===== src/rtl/bsg_axil_initiator_pkg.sv =====
// Shared types and constants for the AXI4-Lite initiator.
//   state_e          : initiator FSM states
//   resp_*_lp        : AXI response codes
//   prot_default_lp  : protection bits driven on AW/AR
package bsg_axil_initiator_pkg;

  typedef enum logic [2:0] {
    IDLE,
    WADDR_DATA,
    WRESP,
    RADDR,
    RDATA,
    RESP
  } state_e;

  localparam logic [1:0] resp_okay_lp   = 2'b00;
  localparam logic [1:0] resp_exokay_lp = 2'b01;
  localparam logic [1:0] resp_slverr_lp = 2'b10;
  localparam logic [1:0] resp_decerr_lp = 2'b11;

  localparam logic [2:0] prot_default_lp = 3'b000;

endpackage


===== src/rtl/bsg_axil_dpi_initiator.sv =====
// AXI4-Lite manager driven by a simple host command port. One command (read or
// write) is accepted at a time, the matching AXI-Lite channels are driven, and the
// response is returned on a valid/ready port. One outstanding transaction.
//
// Ports
//   clk_i, reset_i                     clock, synchronous active-high reset
//   v_i/ready_and_o, w_i, addr_i,      command port (ready only in IDLE)
//   data_i, wstrb_i
//   v_o/ready_and_i, data_o, resp_o    response port (resp 11 on timeout)
//   aw*/w*/b*                          AXI-Lite write channels
//   ar*/r*                             AXI-Lite read channels
//
// state      | meaning
// -----------+------------------------------------------------------------
// IDLE       | ready_and_o high, waiting for a command
// WADDR_DATA | AW and W presented, each retired on its own handshake
// WRESP      | bready_o high, waiting for bvalid_i
// RADDR      | arvalid_o high, waiting for arready_i
// RDATA      | rready_o high, waiting for rvalid_i
// RESP       | v_o high, holding data_o/resp_o until ready_and_i
module bsg_axil_dpi_initiator
  import bsg_axil_initiator_pkg::*;
#(
  parameter int addr_width_p = 32,  // must be overridden to match the fabric
  parameter int data_width_p = 32,  // must be overridden; 32 or 64
  parameter int timeout_p    = 0,   // stall cycles before abort; 0 = never
  localparam int strb_width_lp  = data_width_p / 8
)(
  input  logic                     clk_i,
  input  logic                     reset_i,

  input  logic                     v_i,
  output logic                     ready_and_o,
  input  logic                     w_i,
  input  logic [addr_width_p-1:0]  addr_i,
  input  logic [data_width_p-1:0]  data_i,
  input  logic [strb_width_lp-1:0] wstrb_i,

  output logic                     v_o,
  input  logic                     ready_and_i,
  output logic [data_width_p-1:0]  data_o,
  output logic [1:0]               resp_o,

  output logic [addr_width_p-1:0]  awaddr_o,
  output logic [2:0]               awprot_o,
  output logic                     awvalid_o,
  input  logic                     awready_i,

  output logic [data_width_p-1:0]  wdata_o,
  output logic [strb_width_lp-1:0] wstrb_o,
  output logic                     wvalid_o,
  input  logic                     wready_i,

  input  logic [1:0]               bresp_i,
  input  logic                     bvalid_i,
  output logic                     bready_o,

  output logic [addr_width_p-1:0]  araddr_o,
  output logic [2:0]               arprot_o,
  output logic                     arvalid_o,
  input  logic                     arready_i,

  input  logic [data_width_p-1:0]  rdata_i,
  input  logic [1:0]               rresp_i,
  input  logic                     rvalid_i,
  output logic                     rready_o
);

  localparam int timer_width_lp = (timeout_p > 0) ? $clog2(timeout_p + 1) : 1;
  localparam logic [timer_width_lp-1:0] timer_limit_lp = timer_width_lp'(timeout_p);

  state_e                    state_r;
  logic [timer_width_lp-1:0] timer_r;
  logic [timer_width_lp-1:0] timer_inc;
  logic                      timer_expire;
  logic                      aw_done, w_done;

  assign awprot_o = prot_default_lp;
  assign arprot_o = prot_default_lp;

  // A channel whose valid is already low was retired on an earlier cycle.
  assign aw_done = ~awvalid_o | awready_i;
  assign w_done  = ~wvalid_o  | wready_i;

  // Saturating stall counter; with timeout disabled the limit is 0 and it never moves.
  assign timer_inc    = (timer_r == timer_limit_lp) ? timer_r : timer_r + timer_width_lp'(1);
  assign timer_expire = (timeout_p > 0) && (timer_inc == timer_limit_lp);

  always_ff @(posedge clk_i) begin
    if (reset_i) begin
      state_r     <= IDLE;
      timer_r     <= '0;
      ready_and_o <= 1'b0;
      v_o         <= 1'b0;
      data_o      <= '0;
      resp_o      <= resp_okay_lp;
      awaddr_o    <= '0;
      awvalid_o   <= 1'b0;
      wdata_o     <= '0;
      wstrb_o     <= '0;
      wvalid_o    <= 1'b0;
      bready_o    <= 1'b0;
      araddr_o    <= '0;
      arvalid_o   <= 1'b0;
      rready_o    <= 1'b0;
    end else begin
      case (state_r)
        IDLE: begin
          if (v_i && ready_and_o) begin
            ready_and_o <= 1'b0;
            timer_r     <= '0;
            if (w_i) begin
              awaddr_o  <= addr_i;
              wdata_o   <= data_i;
              wstrb_o   <= wstrb_i;
              awvalid_o <= 1'b1;
              wvalid_o  <= 1'b1;
              state_r   <= WADDR_DATA;
            end else begin
              araddr_o  <= addr_i;
              arvalid_o <= 1'b1;
              state_r   <= RADDR;
            end
          end else begin
            ready_and_o <= 1'b1;
          end
        end

        WADDR_DATA: begin
          if (awready_i) awvalid_o <= 1'b0;
          if (wready_i)  wvalid_o  <= 1'b0;
          if (aw_done && w_done) begin
            bready_o <= 1'b1;
            timer_r  <= '0;
            state_r  <= WRESP;
          end else if (timer_expire) begin
            awvalid_o <= 1'b0;
            wvalid_o  <= 1'b0;
            data_o    <= '0;
            resp_o    <= resp_decerr_lp;
            v_o       <= 1'b1;
            state_r   <= RESP;
          end else begin
            timer_r <= timer_inc;
          end
        end

        WRESP: begin
          if (bvalid_i) begin
            bready_o <= 1'b0;
            data_o   <= '0;
            resp_o   <= bresp_i;
            v_o      <= 1'b1;
            state_r  <= RESP;
          end else if (timer_expire) begin
            bready_o <= 1'b0;
            data_o   <= '0;
            resp_o   <= resp_decerr_lp;
            v_o      <= 1'b1;
            state_r  <= RESP;
          end else begin
            timer_r <= timer_inc;
          end
        end

        RADDR: begin
          if (arready_i) begin
            arvalid_o <= 1'b0;
            rready_o  <= 1'b1;
            timer_r   <= '0;
            state_r   <= RDATA;
          end else if (timer_expire) begin
            arvalid_o <= 1'b0;
            data_o    <= '0;
            resp_o    <= resp_decerr_lp;
            v_o       <= 1'b1;
            state_r   <= RESP;
          end else begin
            timer_r <= timer_inc;
          end
        end

        RDATA: begin
          if (rvalid_i) begin
            rready_o <= 1'b0;
            data_o   <= rdata_i;
            resp_o   <= rresp_i;
            v_o      <= 1'b1;
            state_r  <= RESP;
          end else if (timer_expire) begin
            rready_o <= 1'b0;
            data_o   <= '0;
            resp_o   <= resp_decerr_lp;
            v_o      <= 1'b1;
            state_r  <= RESP;
          end else begin
            timer_r <= timer_inc;
          end
        end

        RESP: begin
          if (ready_and_i) begin
            v_o         <= 1'b0;
            ready_and_o <= 1'b1;
            state_r     <= IDLE;
          end
        end

        default: begin
          state_r <= IDLE;
        end
      endcase
    end
  end

endmodule


===== config.mk =====
export PLATFORM = sky130hd
export DESIGN_NAME = bsg_axil_dpi_initiator
export DESIGN_NICKNAME = d
export VERILOG_FILES = /design/src/rtl/bsg_axil_initiator_pkg.sv /design/src/rtl/bsg_axil_dpi_initiator.sv
export SDC_FILE = /design/constraint.sdc
export NUM_CORES = 1
export LEC_CHECK = 0
export CORE_ASPECT_RATIO = 1.4
export CORE_MARGIN = 1.5
export CORE_UTILIZATION = 37
export CTS_BUF_LIST = sky130_fd_sc_hd__clkbuf_8
export CTS_CLUSTER_SIZE = 14
export DETAILED_ROUTE_END_ITERATION = 6
export PLACE_DENSITY = 0.77
export SETUP_SLACK_MARGIN = 0.02
export SLEW_MARGIN = 40
export SYNTH_ARGS = -nofsm -noshare
export SYNTH_HDL_FRONTEND = slang
export SYNTH_SLANG_ARGS = --single-unit

===== constraint.sdc =====
create_clock -name clk_i -period 1.4 [get_ports clk_i]
set_input_delay 0.28 -clock clk_i [delete_from_list [all_inputs] [get_ports clk_i]]
set_output_delay 0.28 -clock clk_i [all_outputs]
set_load 0.1 [all_outputs]

* After elaboration in Yosys (flattened, before gate mapping) *
Cells that the tools add are included.

word-level totals
  flip-flop bits (word level) = 144
  output and inout port bits = 147

cells by class
  eq/ne operators = 15
  mux-type cells = 37
  bitwise logic cells = 5
  reductions and logical operators = 21

operator list
  cell                                                                    number
  32-bit two-way mux                                                      2
  32-bit case mux with 2 select lines                                     1
  2-bit inequality test (second input constant)                           10
  3-bit two-way mux                                                       6
  3-bit case mux with 6 select lines                                      1
  1-bit two-way mux                                                       16
  4-bit AND reduction                                                     4
  3-bit AND reduction                                                     5
  1-bit case mux with 2 select lines                                      6
  2-bit nonzero test                                                      6
  3-bit by 2-bit equality test with 1-bit output (second input constant)  2
  3-bit equality test (second input constant)                             2
  2-bit two-way mux                                                       3
  6-bit AND reduction                                                     1
  2-bit case mux with 2 select lines                                      1
  3-bit by 1-bit equality test with 1-bit output (second input constant)  1
  3-bit logical NOT                                                       1
  1-bit inverter                                                          3
  1-bit case mux with 3 select lines                                      1
  3-bit nonzero test                                                      1
  1-bit logical AND                                                       2
  1-bit bitwise OR                                                        2
  2-bit AND reduction                                                     1

* Longest topological paths before layout *
  depth in word-level cells = 5
  gate-level depth with buffers = 7
  depth with buffers taken out = 4

* Worst setup path after synthesis *
OpenSTA, ideal clock, no wires.

  kind = register to register
  start point = register ready_and_o
  end point = register wvalid_o
  library setup time = 0.095 ns
  arrival = 2.023 ns
  required time = 1.305 ns
  path slack = -0.718 ns
  stages on the path, launching flop included = 5
  path buffers = 1
  period minus slack after synthesis = 2.118 ns
  cells stage by stage = dfxtp_1 nor4b_2 nand3_1 buf_2 a221oi_1

between the ends
  cells in the longest elaborated chain, start to end = 3

ends and longest elaborated chain
  item                                    line                           source
  start: declaration                      bsg_axil_dpi_initiator.sv:33   output logic ready_and_o,
  start signal: assignment                bsg_axil_dpi_initiator.sv:93   ready_and_o <= 1'b0;
  start signal: assignment                bsg_axil_dpi_initiator.sv:110  ready_and_o <= 1'b0;
  start signal: assignment                bsg_axil_dpi_initiator.sv:125  ready_and_o <= 1'b1;
  1-bit logical AND                       bsg_axil_dpi_initiator.sv:109  if (v_i && ready_and_o) begin
  2-bit inequality test (no source line)  --
  4-bit AND reduction (no source line)    --
  end signal: assignment                  bsg_axil_dpi_initiator.sv:101  wvalid_o <= 1'b0;
  end signal: assignment                  bsg_axil_dpi_initiator.sv:117  wvalid_o <= 1'b1;
  end signal: assignment                  bsg_axil_dpi_initiator.sv:131  if (wready_i) wvalid_o <= 1'b0;
  end: declaration                        bsg_axil_dpi_initiator.sv:51   output logic wvalid_o,

No other way between the ends.
A chain may end at the register's enable or synchronous reset.

* Final worst setup path *
  start point = register state_r[1]
  end point = register data_o[5]

between the ends
  cells in the longest elaborated chain, start to end = 3

ends and longest elaborated chain
  item                                                                                          line                           source
  start: declaration                                                                            bsg_axil_dpi_initiator.sv:72   state_e state_r;
  start signal: assignment                                                                      bsg_axil_dpi_initiator.sv:91   state_r <= IDLE;
  start signal: assignment                                                                      bsg_axil_dpi_initiator.sv:118  state_r <= WADDR_DATA;
  start signal: assignment                                                                      bsg_axil_dpi_initiator.sv:122  state_r <= RADDR;
  3-bit equality test / 3-bit by 2-bit equality test with 1-bit output (equally long branches)  bsg_axil_dpi_initiator.sv:107  case (state_r)
  2-bit inequality test (no source line) / 2-bit nonzero test (equally long branches)           --
  3-bit AND reduction (no source line)                                                          --
  end signal: assignment                                                                        bsg_axil_dpi_initiator.sv:186  data_o <= rdata_i;
  end: declaration                                                                              bsg_axil_dpi_initiator.sv:41   output logic [data_width_p-1:0] data_o,

Several ways; a longest one is shown, not always the timed one.

==> impl_metrics.csv <==
group,metric,value,unit
setup_path,worst_path_max_delay_cell,"dfxtp_4",
global_routing,antenna_found_initial,0,
placed_design,place_hpwl,12500,µm
finish,multiInputGateArea,0.00277,mm²
pwr,p_leak,4.14,nW
pwr,clock_power_share,0.196,
route,vias_per_cell,5.21,
sta,finalHoldViolCount,0,
clock_network,cts_hold_buffers,0,
route,drt-total-wl,22400,µm
placed_design,place_ws,-0.469,ns
synth,synth_edf_count,0,
synth,syn_area,0.00520,mm²
die,core,0.0138,mm²
pwr,p_seq_frac,0.301,
run_status,failed_checks,"negative setup slack",
setup_path,cp_max_fo,6,
route,drtIter0Drc,197,
route,wl_met2,12400,µm
min_path,min_path_type,"input port to flop",
clock_network,cts_tree,"built",
die,dieWidth,103,µm
clock_network,path_clk_slew,0.09,ns
setup_path,cp.required,1.77,ns
sta,fmax,633,MHz
sta,min_period_over_period,1.13,
setup_path,cp_top_family,"buffers and inverters",
finish,area_growth,119,%
finish,fin_nets,1050,
route,ant_nets,0,
setup_path,start_kind,"flop",
synth,ys_seq_area_frac,0.554,
clock_network,clk_path_buf_depth,2,
synth,synth-main-ff-cell,"dfxtp_1",
synth,syn_area_per_cell,8.19,µm²
pwr,power.internal,9.60,mW
finish,design_area,0.0114,mm²
pwr,ir_drop,0.000790,V
sta,drv_slew,0,
route,wl_per_cell,19.8,µm
synth,ys_ff_latch,144,
route,met1_length,7450,µm
global_routing,grt_pass1_vias,5802,
clock_network,clock_sinks,144,
route,top_layer_used,"met4",
pwr,swShare,0.426,
global_routing,grt-ovfl-total,0,
setup_path,path_cells,"buf_8 > buf_12 > buf_6 > nand2b_4 > nor2_4 > buf_12 > buf_6 > a22oi_2 > nor2_1",
synth,yosysWarnings,0,
die,die_height,143,µm
global_routing,grt_pass1_wl,29700,µm
sta,skew,0.0130,ns
die,io_pins,261,
finish,nFillCells,744,
pwr,p_sw,7.14,mW
route,vias,5911,
global_routing,grt_start_max_net_pins,54,
pwr,power_density,1470,mW/mm²
pwr,combPwrFrac,0.503,
global_routing,grtUsageTotal,0.264,
finish,drive_above_1_share,0.431,
sta,finalCriticalPeriod,1.58,ns
clock_network,cts_max_level,4,
clock_network,cts_made_buffers,17,
route,met3WireLength,1710,µm
die,dieArea,0.0148,mm²
placed_design,io_buffer_count,254,
clock_network,clk_latency,0.44,ns
synth,synthCells,635,
run,maxCapViolCount,0,
placed_design,globalplace.congestion,0.831,
finish,regArea,0.00292,mm²
die,rows,51,
finish,diodes,0,
die,initial_core_util,0.376,
sta,setup_slack,-0.180,ns
setup_path,worstSetupPathType,"flop to flop",
sta,setup_viol,136,
route,drc,0,
setup_path,critPathBufInv,5,
clock_network,cts-root-buf,"clkbuf_8",
synth,async_flop_share,0,
setup_path,worstSetupEndpointType,"flop",
sta,rsz0062_at_grt,"true",
run_status,status,"finished, violations left",
setup_path,cp.arrival,1.95,ns
synth,synthDistinctLibCells,30,
placed_design,dpl_cell_area,0.00960,mm²
route,drt_first_pass_iters,7,
setup_path,max_stage_delay,0.37,ns
-- routing by layer --
layer	vias to the layer above	track usage
met3	64	0.0847
met1	2842	0.268
met4	0	0.117
met2	299	0.482
met5	-	0
li1	2706	-
-- final timing paths --
kind                       to         from  cells past startpoint  slack (ns)
setup reg to reg    data_o[5]   state_r[1]                      9       -0.18
setup / recovery    data_o[5]   state_r[1]                      9       -0.18
hold reg to reg   araddr_o[4]  araddr_o[4]                      2        0.49
hold / removal     data_o[31]      reset_i                      2        0.26
-- placed cells by master (no fill, tap or decap), types with 2 or more instances in the layout --
cell and instances:
dfxtp_2 16, nor4_4 2, buf_4 29, buf_8 4, nand3b_1 3, a211oi_1 2, clkdlybuf4s50_1 112, clkinvlp_4 3
o21ai_0 5, nand3_1 3, a21oi_2 48, nor2_1 37, nand2_1 170, nand3_4 2, nor2b_2 2, dfxtp_4 5
nand2b_1 4, clkbuf_16 6, buf_12 157, nand2b_4 3, nor2_4 3, clkbuf_8 19, clkinv_4 4, nand2_2 9
buf_16 7, inv_6 4, a22oi_2 32, a21oi_1 59, dfxtp_1 123, buf_6 14, conb_1 6, nand2_4 29
inv_1 4, a311oi_1 3
-- flip-flops by register name, summed over array words and instances (netlist names) --
| name | cells |
|---|---|
| arvalid_o | 1 |
| awvalid_o | 1 |
| data_o | 32 |
| awaddr_o | 32 |
| ready_and_o | 1 |
| bready_o | 1 |
| resp_o | 2 |
| state_r | 3 |
| wstrb_o | 4 |
| wvalid_o | 1 |
| v_o | 1 |
| araddr_o | 32 |
| rready_o | 1 |
| wdata_o | 32 |
-- power groups by stage --
stage / Sequential [mW] / Clock, mW / Combinational, mW
final: 5.05 / 3.28 / 8.42
after global routing: 5.09 / 3.47 / 8.72
after CTS: 4.97 / 3.28 / 7.43
after detailed placement: 5.06 / 0 / 6.61
after global placement: 5.03 / 0 / 6.55
after floorplan: 7.42 / 0 / 1.55
-- synth_stat cells, drive strengths merged, types with 2 or more instances --
| library cell | count | area (µm²) |
|---|---|---|
| nand2 | 208 | 781 |
| dfxtp | 144 | 2880 |
| a21oi | 108 | 541 |
| nor2 | 40 | 150 |
| a22oi | 33 | 248 |
| clkbuf | 32 | 120 |
| buf | 21 | 128 |
| nand2b | 7 | 43.8 |
| o21ai | 7 | 35.0 |
| nand3 | 5 | 25.0 |
| inv | 4 | 15.0 |
| a311oi | 3 | 26.3 |
| nand3b | 3 | 22.5 |
| nor2b | 3 | 18.8 |
| a211oi | 2 | 15.0 |
| nor4 | 2 | 42.5 |
-- cell type report --
cell class / count / area share
timing repair buffer: 330 / 0.445
clock inverter: 13 / 0.0112
clock buffer: 19 / 0.0229
inverter: 4 / 0.00132
tap: 185 / 0.0203
sequential: 144 / 0.256
multi-input combinational: 439 / 0.243
-- kinds of logic (layout without fill, tap and decap cells) --
family                 count (synthesis)  in the layout  synth area share
AO/OA/AOI/OAI                        160            160             0.177
AND/OR/NAND/NOR                      272            272             0.215
buffers and inverters                 57            366            0.0505
flip-flops                           144            144             0.554
multiplexers                           1              1           0.00192
other                                  1              6          0.000721
-- timing repair --
item,4_1_cts,5_1_grt
pin swaps,6,73
gates cloned,11,8
buffers inserted,12,11
setup endpoints to repair,138,145
gates resized for setup,41,182
-- stage by stage --
stage                     power (mW)  setup TNS [ns]  cells  utilization  hold slack, ns
after floorplan                 8.98           -7.05    640            -           0.363
after global placement          11.6          -40.99   1064        0.693           0.476
after detailed placement        11.7          -47.18   1064        0.693           0.480
after CTS                       15.7          -11.15   1119        0.763           0.224
after global routing            17.3          -24.31   1134        0.824           0.256
final                           16.7          -13.93   1134        0.824           0.258
Power figures use the tool's default switching activity.
